--- config.mk ---
export PLATFORM = sky130hd
export DESIGN_NAME = lcd_hd44780_ctrl_flat
export DESIGN_NICKNAME = d
export VERILOG_FILES = /design/src/rtl/lcd_pkg.sv /design/src/rtl/lcd_hd44780_ctrl_if.sv /design/src/rtl/lcd_delay_cnt.sv /design/src/rtl/lcd_hd44780_ctrl.sv /design/src/flat_wrapper.sv
export SDC_FILE = /design/constraint.sdc
export NUM_CORES = 1
export LEC_CHECK = 0
export ABC_AREA = 1
export CAP_MARGIN = 15
export CORE_MARGIN = 5
export CORE_UTILIZATION = 35
export DETAILED_ROUTE_END_ITERATION = 6
export MAX_ROUTING_LAYER = met4
export PLACE_DENSITY = 0.62
export SETUP_SLACK_MARGIN = 0.02
export SYNTH_ARGS = -nofsm -noshare
export SYNTH_HDL_FRONTEND = slang
export SYNTH_SLANG_ARGS = --single-unit
--- constraint.sdc ---
create_clock -name clk -period 2.96 [get_ports clk]
set_input_delay 0.444 -clock clk [delete_from_list [all_inputs] [get_ports clk]]
set_output_delay 0.444 -clock clk [all_outputs]
set_load 0.01 [all_outputs]
--- src/rtl/lcd_pkg.sv ---
// Shared types and field positions for the HD44780 write controller.
package lcd_pkg;

  typedef enum logic [2:0] {
    ST_IDLE  = 3'd0,
    ST_SETUP = 3'd1,
    ST_PULSE = 3'd2,
    ST_HOLD  = 3'd3,
    ST_WAIT  = 3'd4
  } lcd_state_e;

  // io_lcd field positions (CPU-written word)
  localparam int IO_ON_BIT      = 31;
  localparam int IO_BLON_BIT    = 30;
  localparam int IO_CLR_OVR_BIT = 11;
  localparam int IO_GO_BIT      = 10;
  localparam int IO_RS_BIT      = 9;
  localparam int IO_DATA_LSB    = 0;
  localparam int IO_DATA_MSB    = 7;

  // lcd_status field positions (CPU-readable word)
  localparam int ST_BUSY_BIT  = 0;
  localparam int ST_PEND_BIT  = 1;
  localparam int ST_OVR_BIT   = 2;
  localparam int ST_LAST_LSB  = 8;
  localparam int ST_LAST_MSB  = 15;
  localparam int ST_CNT_LSB   = 16;
  localparam int ST_CNT_MSB   = 31;

  // Largest of the five timing parameters; sizes the shared delay counter.
  function automatic int max_cyc(input int a, input int b, input int c,
                                 input int d, input int e);
    int m;
    m = a;
    if (b > m) m = b;
    if (c > m) m = c;
    if (d > m) m = d;
    if (e > m) m = e;
    return m;
  endfunction

  // Clear display (0x01) and return home (0x02/0x03) need the long wait.
  function automatic logic is_slow_cmd(input logic rs, input logic [7:0] data);
    return (rs == 1'b0) && (data[7:2] == 6'd0) && (data != 8'd0);
  endfunction

endpackage

--- src/rtl/lcd_hd44780_ctrl_if.sv ---
// Board-side HD44780 pin bundle; the controller drives it, the panel listens.
interface lcd_hd44780_ctrl_if;
  logic [7:0] lcd_data;
  logic       lcd_rs;
  logic       lcd_rw;
  logic       lcd_en;
  logic       lcd_on;
  logic       lcd_blon;

  modport master (
    output lcd_data, lcd_rs, lcd_rw, lcd_en, lcd_on, lcd_blon
  );

  modport slave (
    input lcd_data, lcd_rs, lcd_rw, lcd_en, lcd_on, lcd_blon
  );
endinterface

--- src/rtl/lcd_delay_cnt.sv ---
// Loadable down-counter that holds at zero; the FSM reloads it on every
// state entry and watches the zero flag to leave the state.
module lcd_delay_cnt #(
  parameter int W = 18
) (
  input  logic         clk,
  input  logic         rst,
  input  logic         load,
  input  logic [W-1:0] load_val,
  output logic         zero
);

  logic [W-1:0] cnt_q;
  logic [W-1:0] cnt_d;

  // Next count: load wins, otherwise decrement until zero.
  always_comb begin
    cnt_d = cnt_q;
    if (load) begin
      cnt_d = load_val;
    end else if (cnt_q != {W{1'b0}}) begin
      cnt_d = cnt_q - {{(W-1){1'b0}}, 1'b1};
    end else begin
      cnt_d = cnt_q;
    end
  end

  // Counter register.
  always_ff @(posedge clk or negedge rst) begin
    if (!rst) begin
      cnt_q <= {W{1'b0}};
    end else begin
      cnt_q <= cnt_d;
    end
  end

  assign zero = (cnt_q == {W{1'b0}});

endmodule

--- src/rtl/lcd_hd44780_ctrl.sv ---
// HD44780 write-cycle engine driven by the CPU io_lcd word. Each GO toggle
// runs setup / EN pulse / hold / execution wait; one extra request may be
// queued while busy, further ones set a sticky overrun flag.
module lcd_hd44780_ctrl
  import lcd_pkg::*;
#(
  parameter int SETUP_CYC = 2,
  parameter int EN_CYC    = 12,
  parameter int HOLD_CYC  = 2,
  parameter int EXEC_CYC  = 2000,
  parameter int CLR_CYC   = 80000
) (
  input  logic                   clk,
  input  logic                   rst,
  input  logic [31:0]            io_lcd,
  lcd_hd44780_ctrl_if.master     pins,
  output logic [31:0]            lcd_status
);

  localparam int MAX_CYC = max_cyc(SETUP_CYC, EN_CYC, HOLD_CYC, EXEC_CYC, CLR_CYC);
  localparam int CNT_W   = $clog2(MAX_CYC) + 1;

  localparam logic [CNT_W-1:0] LD_SETUP = CNT_W'(SETUP_CYC - 1);
  localparam logic [CNT_W-1:0] LD_EN    = CNT_W'(EN_CYC - 1);
  localparam logic [CNT_W-1:0] LD_HOLD  = CNT_W'(HOLD_CYC - 1);
  localparam logic [CNT_W-1:0] LD_EXEC  = CNT_W'(EXEC_CYC - 1);
  localparam logic [CNT_W-1:0] LD_CLR   = CNT_W'(CLR_CYC - 1);

  lcd_state_e  state_q, state_d;
  logic        go_prev_q, go_prev_d;
  logic        shadow_rs_q, shadow_rs_d;
  logic [7:0]  shadow_data_q, shadow_data_d;
  logic        pend_rs_q, pend_rs_d;
  logic [7:0]  pend_data_q, pend_data_d;
  logic        pending_q, pending_d;
  logic        ovr_q, ovr_d;
  logic [15:0] count_q, count_d;
  logic [7:0]  last_q, last_d;
  logic        en_q, en_d;
  logic        busy_q, busy_d;
  logic        on_q, on_d;
  logic        blon_q, blon_d;

  logic             req_s;
  logic             req_rs_s;
  logic [7:0]       req_data_s;
  logic             direct_s;
  logic             consume_s;
  logic             ovr_set_s;
  logic             cnt_load_s;
  logic [CNT_W-1:0] cnt_val_s;
  logic             cnt_zero_s;
  logic             unused_io_s;

  assign req_s       = (io_lcd[IO_GO_BIT] != go_prev_q);
  assign req_rs_s    = io_lcd[IO_RS_BIT];
  assign req_data_s  = io_lcd[IO_DATA_MSB:IO_DATA_LSB];
  assign unused_io_s = ^{io_lcd[29:12], io_lcd[8]};

  lcd_delay_cnt #(.W(CNT_W)) u_delay (
    .clk      (clk),
    .rst      (rst),
    .load     (cnt_load_s),
    .load_val (cnt_val_s),
    .zero     (cnt_zero_s)
  );

  // Next-state, counter loads, shadow/pending bookkeeping and status updates.
  always_comb begin
    state_d       = state_q;
    go_prev_d     = io_lcd[IO_GO_BIT];
    shadow_rs_d   = shadow_rs_q;
    shadow_data_d = shadow_data_q;
    pend_rs_d     = pend_rs_q;
    pend_data_d   = pend_data_q;
    pending_d     = pending_q;
    count_d       = count_q;
    last_d        = last_q;
    cnt_load_s    = 1'b0;
    cnt_val_s     = {CNT_W{1'b0}};
    direct_s      = 1'b0;
    consume_s     = 1'b0;
    ovr_set_s     = 1'b0;

    case (state_q)
      ST_IDLE: begin
        direct_s = 1'b1;
        if (req_s) begin
          shadow_rs_d   = req_rs_s;
          shadow_data_d = req_data_s;
          state_d       = ST_SETUP;
          cnt_load_s    = 1'b1;
          cnt_val_s     = LD_SETUP;
        end else begin
          state_d = ST_IDLE;
        end
      end
      ST_SETUP: begin
        if (cnt_zero_s) begin
          state_d    = ST_PULSE;
          cnt_load_s = 1'b1;
          cnt_val_s  = LD_EN;
        end else begin
          state_d = ST_SETUP;
        end
      end
      ST_PULSE: begin
        if (cnt_zero_s) begin
          state_d    = ST_HOLD;
          cnt_load_s = 1'b1;
          cnt_val_s  = LD_HOLD;
        end else begin
          state_d = ST_PULSE;
        end
      end
      ST_HOLD: begin
        if (cnt_zero_s) begin
          state_d    = ST_WAIT;
          cnt_load_s = 1'b1;
          cnt_val_s  = is_slow_cmd(shadow_rs_q, shadow_data_q) ? LD_CLR : LD_EXEC;
        end else begin
          state_d = ST_HOLD;
        end
      end
      ST_WAIT: begin
        if (cnt_zero_s) begin
          count_d = count_q + 16'd1;
          last_d  = shadow_data_q;
          if (pending_q) begin
            // Queued word goes straight to SETUP, no idle gap.
            consume_s     = 1'b1;
            pending_d     = 1'b0;
            shadow_rs_d   = pend_rs_q;
            shadow_data_d = pend_data_q;
            state_d       = ST_SETUP;
            cnt_load_s    = 1'b1;
            cnt_val_s     = LD_SETUP;
          end else if (req_s) begin
            // A request landing on the completing edge is taken as if idle.
            direct_s      = 1'b1;
            shadow_rs_d   = req_rs_s;
            shadow_data_d = req_data_s;
            state_d       = ST_SETUP;
            cnt_load_s    = 1'b1;
            cnt_val_s     = LD_SETUP;
          end else begin
            state_d = ST_IDLE;
          end
        end else begin
          state_d = ST_WAIT;
        end
      end
      default: begin
        state_d = ST_IDLE;
      end
    endcase

    // Requests the FSM did not take directly go to the single pending slot;
    // a slot being drained on this edge can be refilled at once.
    if (req_s && !direct_s) begin
      if (!pending_q || consume_s) begin
        pending_d   = 1'b1;
        pend_rs_d   = req_rs_s;
        pend_data_d = req_data_s;
      end else begin
        ovr_set_s = 1'b1;
      end
    end else begin
      ovr_set_s = 1'b0;
    end

    // Overrun is sticky; a new overrun beats a concurrent clear.
    if (ovr_set_s) begin
      ovr_d = 1'b1;
    end else if (io_lcd[IO_CLR_OVR_BIT]) begin
      ovr_d = 1'b0;
    end else begin
      ovr_d = ovr_q;
    end

    en_d   = (state_d == ST_PULSE);
    busy_d = (state_d != ST_IDLE) || pending_d;
    on_d   = io_lcd[IO_ON_BIT];
    blon_d = io_lcd[IO_BLON_BIT];
  end

  // State and output registers; async reset abandons any transfer in flight.
  always_ff @(posedge clk or negedge rst) begin
    if (!rst) begin
      state_q       <= ST_IDLE;
      go_prev_q     <= 1'b0;
      shadow_rs_q   <= 1'b0;
      shadow_data_q <= 8'd0;
      pend_rs_q     <= 1'b0;
      pend_data_q   <= 8'd0;
      pending_q     <= 1'b0;
      ovr_q         <= 1'b0;
      count_q       <= 16'd0;
      last_q        <= 8'd0;
      en_q          <= 1'b0;
      busy_q        <= 1'b0;
      on_q          <= 1'b0;
      blon_q        <= 1'b0;
    end else begin
      state_q       <= state_d;
      go_prev_q     <= go_prev_d;
      shadow_rs_q   <= shadow_rs_d;
      shadow_data_q <= shadow_data_d;
      pend_rs_q     <= pend_rs_d;
      pend_data_q   <= pend_data_d;
      pending_q     <= pending_d;
      ovr_q         <= ovr_d;
      count_q       <= count_d;
      last_q        <= last_d;
      en_q          <= en_d;
      busy_q        <= busy_d;
      on_q          <= on_d;
      blon_q        <= blon_d;
    end
  end

  assign pins.lcd_data = shadow_data_q;
  assign pins.lcd_rs   = shadow_rs_q;
  assign pins.lcd_rw   = 1'b0;
  assign pins.lcd_en   = en_q;
  assign pins.lcd_on   = on_q;
  assign pins.lcd_blon = blon_q;

  assign lcd_status[ST_BUSY_BIT]             = busy_q;
  assign lcd_status[ST_PEND_BIT]             = pending_q;
  assign lcd_status[ST_OVR_BIT]              = ovr_q;
  assign lcd_status[7:3]                     = 5'd0;
  assign lcd_status[ST_LAST_MSB:ST_LAST_LSB] = last_q;
  assign lcd_status[ST_CNT_MSB:ST_CNT_LSB]   = count_q;

endmodule

--- src/flat_wrapper.sv ---
// flat-port wrapper written by rule: the top's interface ports become plain ports
module lcd_hd44780_ctrl_flat import lcd_pkg::*;
#(
  parameter int SETUP_CYC = 2,
  parameter int EN_CYC    = 12,
  parameter int HOLD_CYC  = 2,
  parameter int EXEC_CYC  = 2000,
  parameter int CLR_CYC   = 80000
)
  (clk, rst, io_lcd, lcd_status, pins_lcd_data, pins_lcd_rs, pins_lcd_rw, pins_lcd_en, pins_lcd_on, pins_lcd_blon);
  lcd_hd44780_ctrl_if pins_i ();
  input  logic clk;
  input  logic rst;
  input  logic [31:0] io_lcd;
  output logic [31:0] lcd_status;
  output wire logic [$bits(pins_i.lcd_data)-1:0] pins_lcd_data;
  output wire logic [$bits(pins_i.lcd_rs)-1:0] pins_lcd_rs;
  output wire logic [$bits(pins_i.lcd_rw)-1:0] pins_lcd_rw;
  output wire logic [$bits(pins_i.lcd_en)-1:0] pins_lcd_en;
  output wire logic [$bits(pins_i.lcd_on)-1:0] pins_lcd_on;
  output wire logic [$bits(pins_i.lcd_blon)-1:0] pins_lcd_blon;
  assign pins_lcd_data = pins_i.lcd_data;
  assign pins_lcd_rs = pins_i.lcd_rs;
  assign pins_lcd_rw = pins_i.lcd_rw;
  assign pins_lcd_en = pins_i.lcd_en;
  assign pins_lcd_on = pins_i.lcd_on;
  assign pins_lcd_blon = pins_i.lcd_blon;
  lcd_hd44780_ctrl #(.SETUP_CYC(SETUP_CYC), .EN_CYC(EN_CYC), .HOLD_CYC(HOLD_CYC), .EXEC_CYC(EXEC_CYC), .CLR_CYC(CLR_CYC)) u_core (.clk(clk), .rst(rst), .io_lcd(io_lcd), .pins(pins_i), .lcd_status(lcd_status));
endmodule
==> reports/qor.csv, run 1 <==
metric,value,unit
outcome,"complete, no violations",
timing.critical_path.required,3.24,ns
worstSkewPairLatency,0.34,ns
worst_clock_skew,0.009420,ns
cts-htree-levels,3,
power.density,508.3,nW/um2
drtAntennaViolNets,0,
most-common-layout-cells,"sky130_fd_sc_hd__nand2_1 (89), sky130_fd_sc_hd__dfrtp_1 (70), sky130_fd_sc_hd__clkdlybuf4s50_1 (52), sky130_fd_sc_hd__inv_1 (46), sky130_fd_sc_hd__nor2_1 (37)",
max_slew_headroom,52.06,%
synthesis.area_per_instance,8.438,um2
synth.yosys.warnings,0,
grt_setup_unrepaired,false,
tns,0,ns
final_max_slew_viol_count,0,
crit_slowest_cell,sky130_fd_sc_hd__dfrtp_1,
count_of_state_elements_after_synthesis,70,
cts_setup_buffers,0,
final_common_cell,sky130_fd_sc_hd__nand2_1,
wp_buf_inv,1,
whs,0.01789,ns
routed_via_density,4.660,
grt_pass1_vias,2970,
timing.max_cap.violations,0,
tritoncts_num_sinks,70,
ir_drop,0.0002244,V
syn2layout_area_growth,23.51,%
worstPathArrival,2.66,ns
die-width,111.7,um
critical_path.max_stage_delay,0.40,ns
maximum_number_of_pins_on_one_net_before_global_route_repair,30,
report.final.hold_viol_count,0,
worstPathMaxFanout,13,
number_of_clock_buffers_inserted_by_tritoncts,9,
die_area,12480,um2
routed_wirelength,7.866,mm
track_usage,13.94,%
antenna_found_initial,0,
post_cts_hold_buffer_count,0,
setup_violations,0,
post_cts_resize_count,0,
synthesis.instances,429,
kind_of_start_point_of_the_critical_path,flop,
routed_wire_length_per_instance,12.63,um
multi_input_comb_area,1587,um2
netlist-cell-type-count,32,
final.period_utilization,80.37,%
criticalPathCategory,flop to flop,
synth_area,3620,um2
drcViolationCount,0,
grt_first_pass_wirelength,14.05,mm
cp-end-kind,flop,
rows,37,
placement.io_buffers,53,
cts.root.buffer_cell,sky130_fd_sc_hd__clkbuf_8,
crit_path_cell_trace,inv_1 > ha_1 > nand2_4 > nor2_8 > nand3_4 > nor2_4 > nor2_1 > nor2_2 > nand2_1 > nand2_1,
cts_tree,done,
register_area,1752,um2
die_height,111.7,um
drtPass1Iterations,4,
antennaDiodeCount,0,
highest_attainable_clock_frequency,420.4,MHz
critical_path.most_common_cell,sky130_fd_sc_hd__nand2_1,
final_layout_size_suffix_gt1_share,9.035,%
ctsLongestPathBuffers,2,
synth_sequential_area_ratio,48.39,%
detailedPlacementHpwl,5.797,mm
tightestPinTransition,0.7164,ns
final_nets,518,
fillers,1030,
num_io_pins,79,
initial_util,35.54,%
worst_path_dominant_cell_family,simple AND/OR/NAND/NOR gates,
hold_class,input pin to async pin,
place_congestion,0.8240,
fin_crit,2.379,ns
num_vias,2903,
power_leakage,2.064,nW
floorplan.core_area,10180,um2
cts.reportedPaths.clkPinSlew,0.08,ns
global_route.overflow_total,0,
detailedRoute.firstIterationViolations,149,
[stage by stage]
stage          area (um2)  util [%]  cells  setup WS, ns  power, mW
6_report             4471     43.89    623        0.5811      2.272
5_1_grt              4471     43.89    623        0.3260      2.398
4_1_cts              4471     43.89    623        0.5554      2.303
3_5_place_dp         4240     41.63    607        0.4622      1.378
3_3_place_gp         4240     41.63    607        0.4961      1.373
2_1_floorplan        3638         -    434         1.153      1.302
[synthesized netlist by cell type]
cell type                  number  share of area [%]
sky130_fd_sc_hd__nand3_2        2               0.55
sky130_fd_sc_hd__and2_1         1               0.17
sky130_fd_sc_hd__or2_1          1               0.17
sky130_fd_sc_hd__buf_1          1               0.10
sky130_fd_sc_hd__ha_1           2               0.69
sky130_fd_sc_hd__o21ai_1        2               0.28
sky130_fd_sc_hd__inv_1         46                4.8
sky130_fd_sc_hd__nand2_4        2               0.62
sky130_fd_sc_hd__xor2_1        15                3.6
sky130_fd_sc_hd__nor2_8         2                1.1
sky130_fd_sc_hd__a21oi_2        6                1.5
sky130_fd_sc_hd__nand3_1       28                3.9
sky130_fd_sc_hd__nand4_1        8                1.4
sky130_fd_sc_hd__nor3_1         9                1.2
sky130_fd_sc_hd__nor2_1        37                3.8
sky130_fd_sc_hd__o21ai_0       32                4.4
sky130_fd_sc_hd__inv_2          1               0.10
sky130_fd_sc_hd__a21oi_1       28                3.9
sky130_fd_sc_hd__nand3_4        2               0.97
sky130_fd_sc_hd__buf_6          1               0.31
sky130_fd_sc_hd__conb_1         1               0.10
sky130_fd_sc_hd__nor2_4         3               0.93
sky130_fd_sc_hd__buf_4         10                2.1
sky130_fd_sc_hd__nor4_1         1               0.17
sky130_fd_sc_hd__xnor2_1       13                3.1
sky130_fd_sc_hd__clkbuf_1       5               0.52
sky130_fd_sc_hd__nand2_1       89                9.2
sky130_fd_sc_hd__dfrtp_1       70                 48
sky130_fd_sc_hd__o21ai_2        1               0.24
sky130_fd_sc_hd__nor2_2         5               0.86
sky130_fd_sc_hd__buf_2          3               0.41
sky130_fd_sc_hd__nand2_2        2               0.35
[cells by family (layout without fill, tap and decap cells)]
group                      after synthesis  in the layout  share of synthesized area, %
xor gates and xnor gates                28             28                         6.775
other                                    1              6                        0.1036
AOI/OAI and AO/OA                       69             69                         10.27
and+or+nand+nor                        192            192                         25.48
adders and majority gates                2              2                        0.6912
DFF                                     70             70                         48.39
buffers and inverters                   67            120                         8.296
[report_power, final]
part	internal, mW	switching, mW	total, mW	leakage [nW]
clock	0.560	0.351	0.911	0.115
combinational	0.125	0.145	0.270	1.12
sequential	1.03	0.0624	1.09	0.827
[layer usage]
metal  GRT usage [%]  share of wire [%]  vias to the layer above
met3           3.587                4.0                        7
met2           21.42                 47                       53
li1                -                  -                     1463
met5               -                  0                        -
met1           18.27                 48                     1380
met4           3.974                1.1                        0
[worst register-to-register path, cell delays in order (launching register included)]
cell                      delay (ns)
sky130_fd_sc_hd__dfrtp_1        0.40
sky130_fd_sc_hd__inv_1          0.11
sky130_fd_sc_hd__ha_1           0.26
sky130_fd_sc_hd__nand2_4        0.10
sky130_fd_sc_hd__nor2_8         0.19
sky130_fd_sc_hd__nand3_4        0.15
sky130_fd_sc_hd__nor2_4         0.31
sky130_fd_sc_hd__nor2_1         0.26
sky130_fd_sc_hd__nor2_2         0.38
sky130_fd_sc_hd__nand2_1        0.10
sky130_fd_sc_hd__nand2_1        0.08
[cell type report]
type                            count  share of cell area (%)
Clock inverter                      4                   2.127
Sequential cell                    70                   39.18
Inverter                           47                   3.946
Multi-Input combinational cell    297                   35.49
Clock buffer                       12                   3.023
Timing Repair Buffer               57                   12.43
Tap cell                          136                   3.806
[path summary, 6_finish.rpt]
path                                         startpoint                       to  slack (ns)  cells past startpoint
worst max-delay path            u_core.u_delay.cnt_q[0]    u_core.pend_data_q[5]        0.58                     10
worst min-delay path                                rst  u_core.pins.lcd_data[3]        0.02                      1
worst max register to register  u_core.u_delay.cnt_q[0]    u_core.pend_data_q[5]        0.58                     10
worst min register to register         u_core.last_q[6]         u_core.last_q[6]        0.49                      2
max in group asynchronous                           rst       u_core.count_q[13]        2.21                      2
min in group clk                       u_core.last_q[6]         u_core.last_q[6]        0.49                      2
[state kept, by name, indices dropped and copies added (netlist names), 3 cells and up]
signal,count
u_core.pend_data_q,8
u_core.state_q,3
u_core.u_delay.cnt_q,18
u_core.count_q,16
u_core.pins.lcd_data,8
u_core.last_q,8
(Power assumes the default switching activity.)
==> run 2: changes to the inputs <==
Clock period 2.96 ns to 2.2 ns, I/O delays scaled along.
==> reports/qor.csv, run 2 (synthesis gave the netlist of run 1 again) <==
metric,value,unit
ctsLongestPathBuffers,2,
most-common-layout-cells,"sky130_fd_sc_hd__nand2_1 (89), sky130_fd_sc_hd__dfrtp_1 (70), sky130_fd_sc_hd__clkdlybuf4s50_1 (52), sky130_fd_sc_hd__inv_1 (46), sky130_fd_sc_hd__nor2_1 (37)",
largest_register_ffs,18,
cp-end-kind,flop,
criticalPathCategory,flop to flop,
cts-htree-levels,3,
grt_first_pass_wirelength,13.19,mm
rows,37,
routed_wirelength,7.985,mm
whs,0.4190,ns
die_area,12480,um2
detailedPlacementHpwl,5.846,mm
setup_violations,0,
drcViolationCount,0,
track_usage,13.21,%
tns,0,ns
detailedRoute.firstIterationViolations,180,
timing.max_cap.violations,0,
die_height,111.7,um
final_nets,528,
drtPass1Iterations,4,
num_io_pins,79,
routed_via_density,4.673,
worstSkewPairLatency,0.35,ns
post_layout_power,3.127,mW
cts.reportedPaths.clkPinSlew,0.08,ns
tritoncts_num_sinks,70,
global_route.overflow_total,0,
syn2layout_area_growth,26.51,%
drtAntennaViolNets,0,
die-width,111.7,um
initial_util,35.54,%
antenna_found_initial,0,
max_slew_headroom,62.87,%
reg.largest.list,"u_core.u_delay.cnt_q: 18 flops, u_core.count_q: 16 flops",
timing.critical_path.required,2.44,ns
routed_wire_length_per_instance,12.61,um
floorplan.core_area,10180,um2
power_leakage,2.115,nW
num_vias,2958,
ir_drop,0.0003435,V
fin_crit,2.015,ns
grt_pass1_vias,2780,
final_common_cell,sky130_fd_sc_hd__nand2_1,
cts.root.buffer_cell,sky130_fd_sc_hd__clkbuf_8,
final_layout_size_suffix_gt1_share,11.47,%
power.density,682.9,nW/um2
worstPathArrival,2.26,ns
placement.io_buffers,53,
worstPathMaxFanout,9,
antennaDiodeCount,0,
outcome,"complete, no violations",
largest-register,u_core.u_delay.cnt_q,
maximum_number_of_pins_on_one_net_before_global_route_repair,49,
place_congestion,0.8262,
highest_attainable_clock_frequency,496.2,MHz
final.period_utilization,91.60,%
cts_tree,done,
hold_class,input pin to flop,
final_max_slew_viol_count,0,
report.final.hold_viol_count,0,
number_of_clock_buffers_inserted_by_tritoncts,9,
worst_clock_skew,0.009104,ns
grt_setup_unrepaired,false,
tightestPinTransition,0.5570,ns
kind_of_start_point_of_the_critical_path,flop,
==> run 2: cell count changes in the layout (fill, tap and decap cells not counted), sizes merged <==
cell	before	now
dlygate4sd3	0	1
buf	5	14
clkbuf	12	9
clkinvlp	0	2
clkinv	1	2
==> run 2: metrics by stage <==
stage          instance area [um2]  util, %  cells  setup WS [ns]
2_1_floorplan                 3638        -    434         0.3934
3_3_place_gp                  4320    42.42    616         0.1845
3_5_place_dp                  4320    42.42    616         0.1201
4_1_cts                       4577    44.94    633         0.1003
5_1_grt                       4579    44.96    633        0.03309
6_report                      4579    44.96    633         0.1847
==> run 2: where the power goes <==
group	leakage, nW	internal [mW]	switching, mW
clock	0.116	0.756	0.527
combinational	1.17	0.176	0.192
sequential	0.827	1.38	0.0914
==> run 2: metal layers <==
metal	GRT usage (%)	up-vias	share of wire (%)	wire [um]
li1	-	1492	-	-
met1	17.15	1386	48	3797
met2	20.46	69	47	3743
met3	2.609	11	3.9	308
met4	4.947	0	1.7	135
met5	-	-	0	0
==> run 2: what timing repair did <==
action,in CTS,in global routing
resized for setup,0,2
buffers inserted,0,0
setup endpoints to repair,0,6
hold buffers,1,0
endpoints found under the hold margin,22,0
==> run 2: path summary, 6_finish.rpt <==
check / start / end / slack (ns) / depth (start not counted)
min in group asynchronous: rst / u_core.last_q[3] / 0.50 / 2
hold / removal: io_lcd[30] / u_core.pins.lcd_blon / 0.42 / 1
max in group asynchronous: rst / u_core.pend_data_q[5] / 1.03 / 3
setup reg to reg: u_core.u_delay.cnt_q[0] / u_core.count_q[9] / 0.18 / 10
setup / recovery: u_core.u_delay.cnt_q[0] / u_core.count_q[9] / 0.18 / 10
hold reg to reg: u_core.last_q[4] / u_core.last_q[4] / 0.49 / 2
==> run 2: critical path: stages, from the launching register on <==
cell                      delay (ns)
sky130_fd_sc_hd__dfrtp_1        0.40
sky130_fd_sc_hd__inv_1          0.11
sky130_fd_sc_hd__ha_2           0.24
sky130_fd_sc_hd__nand2_4        0.09
sky130_fd_sc_hd__nor2_8         0.19
sky130_fd_sc_hd__nand3_4        0.14
sky130_fd_sc_hd__nor2_4         0.13
sky130_fd_sc_hd__buf_4          0.18
sky130_fd_sc_hd__nand3_1        0.17
sky130_fd_sc_hd__o21ai_0        0.20
sky130_fd_sc_hd__nand2_1        0.06
==> run 2: area by class of cell <==
| cell class | count | area [um2] |
|---|---|---|
| sequential | 70 | 1752 |
| fill | 1031 | 5605 |
| clock inverter | 7 | 122.6 |
| tap | 136 | 170.2 |
| timing repair buffer | 67 | 645.6 |
| multi-input combinational | 297 | 1589 |
| inverter | 47 | 176.4 |
| clock buffer | 9 | 123.9 |
